**src/rtl/bip_control.sv**
```systemverilog
// Instruction-sequencing control for the BIP accumulator CPU: PC, fetch/decode FSM and datapath strobes.
// Each instruction takes 3 cycles (4 for memory reads; HLT parks in HALT). The FSM never stalls.
module bip_control #(
  parameter int PC_WIDTH      = 11,
  parameter int OPERAND_WIDTH = 11,
  parameter int OPCODE_WIDTH  = 5,
  parameter int COUNT_WIDTH   = 16
) (
  input  logic                                  clk,
  input  logic                                  rst,
  input  logic                                  i_start,
  input  logic [OPCODE_WIDTH+OPERAND_WIDTH-1:0] i_instr,
  output logic [PC_WIDTH-1:0]                   o_pc,
  output logic [OPERAND_WIDTH-1:0]              o_operand,
  output logic [1:0]                            o_sel_a,
  output logic                                  o_sel_b,
  output logic                                  o_write_acc,
  output logic                                  o_operation,
  output logic                                  o_mem_wr,
  output logic                                  o_halted,
  output logic [COUNT_WIDTH-1:0]                o_instr_count
);

  localparam int INSTR_WIDTH = OPCODE_WIDTH + OPERAND_WIDTH;

  localparam logic [2:0] S_IDLE   = 3'd0;
  localparam logic [2:0] S_FETCH  = 3'd1;
  localparam logic [2:0] S_DECODE = 3'd2;
  localparam logic [2:0] S_MEMRD  = 3'd3;
  localparam logic [2:0] S_EXEC   = 3'd4;
  localparam logic [2:0] S_HALT   = 3'd5;

  localparam logic [OPCODE_WIDTH-1:0] OP_HLT  = OPCODE_WIDTH'(0);
  localparam logic [OPCODE_WIDTH-1:0] OP_STO  = OPCODE_WIDTH'(1);
  localparam logic [OPCODE_WIDTH-1:0] OP_LD   = OPCODE_WIDTH'(2);
  localparam logic [OPCODE_WIDTH-1:0] OP_LDI  = OPCODE_WIDTH'(3);
  localparam logic [OPCODE_WIDTH-1:0] OP_ADD  = OPCODE_WIDTH'(4);
  localparam logic [OPCODE_WIDTH-1:0] OP_ADDI = OPCODE_WIDTH'(5);
  localparam logic [OPCODE_WIDTH-1:0] OP_SUB  = OPCODE_WIDTH'(6);
  localparam logic [OPCODE_WIDTH-1:0] OP_SUBI = OPCODE_WIDTH'(7);

  logic [2:0]               state;
  logic [PC_WIDTH-1:0]      pc;
  logic [INSTR_WIDTH-1:0]   ir;
  logic [COUNT_WIDTH-1:0]   count;
  logic [OPCODE_WIDTH-1:0]  dec_op;
  logic [OPCODE_WIDTH-1:0]  ir_op;
  logic                     acc_wr;
  logic                     mem_wr;

  assign dec_op = i_instr[INSTR_WIDTH-1:OPERAND_WIDTH];
  assign ir_op  = ir[INSTR_WIDTH-1:OPERAND_WIDTH];

  always_ff @(posedge clk) begin
    if (!rst) begin
      state <= S_IDLE;
      pc    <= '0;
      ir    <= '0;
      count <= '0;
    end else begin
      case (state)
        S_IDLE:   if (i_start) state <= S_FETCH;
        S_FETCH:  state <= S_DECODE;
        S_DECODE: begin
          ir <= i_instr;
          if (dec_op == OP_HLT)
            state <= S_HALT;
          else if (dec_op == OP_LD || dec_op == OP_ADD || dec_op == OP_SUB)
            state <= S_MEMRD;
          else
            state <= S_EXEC;
        end
        S_MEMRD:  state <= S_EXEC;
        S_EXEC: begin
          pc    <= pc + 1'b1;
          if (count != '1) count <= count + 1'b1;
          state <= S_FETCH;
        end
        S_HALT:   state <= S_HALT;
        default:  state <= S_IDLE;
      endcase
    end
  end

  // Selects follow ir continuously; only the strobes are qualified by EXEC.
  always_comb begin
    o_sel_a     = 2'd0;
    o_sel_b     = 1'b0;
    o_operation = 1'b0;
    acc_wr      = 1'b0;
    mem_wr      = 1'b0;
    case (ir_op)
      OP_STO:  mem_wr = 1'b1;
      OP_LD:   acc_wr = 1'b1;
      OP_LDI:  begin acc_wr = 1'b1; o_sel_a = 2'd1; end
      OP_ADD:  begin acc_wr = 1'b1; o_sel_a = 2'd2; end
      OP_ADDI: begin acc_wr = 1'b1; o_sel_a = 2'd2; o_sel_b = 1'b1; end
      OP_SUB:  begin acc_wr = 1'b1; o_sel_a = 2'd2; o_operation = 1'b1; end
      OP_SUBI: begin acc_wr = 1'b1; o_sel_a = 2'd2; o_sel_b = 1'b1; o_operation = 1'b1; end
      default: ;
    endcase
  end

  // Qualifying with rst keeps a reset landing on EXEC from leaking a strobe.
  assign o_write_acc   = acc_wr && (state == S_EXEC) && rst;
  assign o_mem_wr      = mem_wr && (state == S_EXEC) && rst;
  assign o_pc          = pc;
  assign o_operand     = ir[OPERAND_WIDTH-1:0];
  assign o_halted      = (state == S_HALT);
  assign o_instr_count = count;

endmodule

```
**config.mk**
```make
export PLATFORM = sky130hd
export DESIGN_NAME = bip_control
export DESIGN_NICKNAME = d
export VERILOG_FILES = /design/src/rtl/bip_control.sv
export SDC_FILE = /design/constraint.sdc
export NUM_CORES = 1
export LEC_CHECK = 0
export BUFFER_PORTS_ARGS = -buffer_cell sky130_fd_sc_hd__buf_2
export CAP_MARGIN = 5
export CORE_MARGIN = 2
export CORE_UTILIZATION = 34
export CTS_CLUSTER_DIAMETER = 200
export CTS_CLUSTER_SIZE = 24
export DETAILED_ROUTE_END_ITERATION = 12
export PLACE_DENSITY = 0.56
export SLEW_MARGIN = 15
export SYNTH_ARGS = -nofsm -noshare
export SYNTH_HDL_FRONTEND = slang
export SYNTH_SLANG_ARGS = --single-unit
```
**constraint.sdc**
```tcl
create_clock -name clk -period 2.2 [get_ports clk]
set_input_delay 0.44 -clock clk [delete_from_list [all_inputs] [get_ports clk]]
set_output_delay 0.44 -clock clk [all_outputs]
set_load 0.01 [all_outputs]
```
==> out/qor.txt <==
Chip Width: 83.4 um
Critical path peak fanout: 6
Crit path to: o_mem_wr
IO buf count: 63
Syn nets: 281
R2R setup slack: 330 ps
First-pass GRT wire length: 8.24 mm
Num Clock Sinks: 46
Post-DRT Antenna Nets: 0
Critical Path Start Type: flop
Slowest cell on crit path: dfxtp_1
Gate Count Post-Synth: 260
Dpl hpwl: 3.48 mm
Worst Clk Skew: 5.17 ps
Worst endpoint data arrival time: 1570 ps
DIE AREA: 6960 sq um
Peak VDD IR: 0.000255 V
# DRC: 0
Reg2reg start: state[2]
Synth unique cells: 41
Starting Density: 35.6%
Final Max Tran Viols: 0
Critical path origin: state[2]
Sequential area share after synthesis: 42.9%
Area Growth Syn to Fin: 19.7%
Worst Path Class, Setup: reg2out
1st-pass router iterations: 4
Syn_area_per_cell: 8.25 sq um
Detailed Route WL: 5.00 mm
Final Hold Fails: 0
YS warnings: 0
CTS Buffer Depth: 2
Worst EP required: 1760 ps
Status: finished, final reports clean
GRT Total Usage: 14.2%
Min-Delay Path Class: in2reg
Slew headroom: 57.4%
Vias in the first global route: 1712
Setup violators final: 0
Post-CTS setup buffer count: 0
Final core occ: 42.6%
WHS: 369 ps
Grt total ovfl: 0
Htree depth: 2
Post-place setup slack: 369 ps
Share of cells above drive strength 1: 25.1%
Post-Syn Area: 2150 sq um
Largest net degree at the start of global routing: 22
Fmax: 497 MHz
FP Rows: 28
Crit share post-route: 91.5%
Placed Cells incl. Taps: 382
CTS tree: yes
Placed Area: 2450 sq um
Max incr delay on CP: 430 ps
Clock latency on the worst-skew pair: 300 ps
Min Clock Period, post-route: 2010 ps
CTS Root Cell: clkbuf_8
Total I/O pin count: 64
Initial DRC Count: 95
Sum Neg Setup Slack: 0 ps
Layout Cells excl Fill: 390
ANT cells: 0
Post-synth top area share: 42.9%
Initial antenna violation count: 0
Total power: 1.59 mW
Largest cells by area after synthesis: dfxtp_1, nand2_1, a21oi_1
Final net count: 335
Most common cell after layout, fill and taps aside: buf_2
Cts bufs inserted: 5
RSZ-0062 raised after global routing: no
Die Ht: 83.4 um
GP Congestion: 0.733
CTS clk-pin slew, worst paths: 90 ps
CP cell instances: nor3b_4 -> nand3_1 -> nor4b_1 -> buf_2
Max Cap Violations: 0
LEAKAGE: 1.04 nW
Pwr/cell area: 617 nW/um^2
Synth Register Bits: 46
Routed length per instance: 12.8 um
Core ar.: 6030 sq um
Commonest non-fill, non-tap cells in the layout: buf_2, nand2_1, dfxtp_1
Post-synth top area cell: dfxtp_1
Reg2reg end: o_instr_count[5]
Worst setup slack after layout: 188 ps
Drt via density: 5.03
FILL cells: 638
Nature of the critical path endpoint: output pin
Via count: 1961
Final Cell Area: 2570 sq um
Register-to-Register Path Depth: 3
Worst-margin pin slew: 637 ps
-- sequential cells by signal, summed over array words and instances (netlist names) --
name,count
ir,16
o_instr_count,16
o_pc,11
state,3
-- cell usage after synthesis --
cell and number:
nor2_1 15, buf_2 2, o2111ai_1 1, o31ai_1 4, dfxtp_1 46, a31oi_1 1, buf_4 11, or3_1 6
a21o_1 1, xor2_1 3, o21ai_0 7, buf_6 3, nor4_1 8, nor4_2 1, o21a_1 2, and4b_1 1
o311ai_0 1, nand2b_1 3, o211ai_1 1, mux2i_1 2, ha_1 2, and4_1 2, a21oi_1 28, and2_1 3
nand4_1 8, or4_1 3, nand3_1 9, o211a_1 1, o31a_1 1, o41ai_1 1, and3_1 5, clkbuf_1 7
nand2_1 47, xnor2_1 7, or3b_1 1, inv_1 4, nor3_1 7, nor2b_1 1, nor4b_1 1, nor3b_2 2
nand3b_1 1
-- repair_timing --
action,in CTS,in global routing
resized for setup,0,1
hold buffers,0,0
endpoints found under the setup margin,0,1
-- metal layers --
layer	up-vias	part of all wire, %	global-route usage (%)
li1	1015	-	-
met1	881	51	20.7
met2	59	42	20.5
met3	6	6.3	3.78
met4	0	1.1	4.40
met5	-	0	0
-- critical path, delay by kind of cell (launching register included) --
| family | cells | cell delay (ps) |
|---|---|---|
| buffers and inverters | 1 | 170 |
| flip-flops | 1 | 430 |
| AND/OR/NAND/NOR | 3 | 670 |
-- worst min path at each step --
stage / startpoint / endpoint / depth (start not counted)
6_report: i_instr[9] / ir[9] / 3
3_5_place_dp: ir[3] / ir[3] / 2
3_3_place_gp: ir[9] / ir[9] / 2
4_1_cts: i_instr[9] / ir[9] / 3
5_1_grt: i_instr[4] / ir[4] / 3
2_1_floorplan: ir[14] / ir[14] / 2
-- area by class of cell --
type	count	area (sq um)	share of cell area [%]
multi-input cells	187	1060	41.4
flip-flops and latches	46	921	35.9
repair buffers	70	368	14.3
well taps	75	93.8	3.65
clock buffers	7	76.3	2.97
clock inverters	1	30.0	1.17
inverters	4	15.0	0.585
-- logic make-up (layout without fill, tap and decap cells) --
family / after synthesis / after routing / share of synthesized area, %
simple gates: 124 / 124 / 29.7
compound gates: 49 / 49 / 13.4
flops: 46 / 46 / 42.9
buf+inv: 27 / 82 / 7.81
xor+xnor: 10 / 10 / 4.08
fa+ha+maj: 2 / 2 / 1.17
mux: 2 / 2 / 0.933
-- power breakdown --
group,internal [mW],leakage (nW),switching [mW]
logic,0.0407,0.617,0.0571
clock network,0.340,0.0524,0.286
registers,0.846,0.372,0.0141
total,1.23,1.04,0.358
No activity file was read; power rests on OpenSTA's default activity.
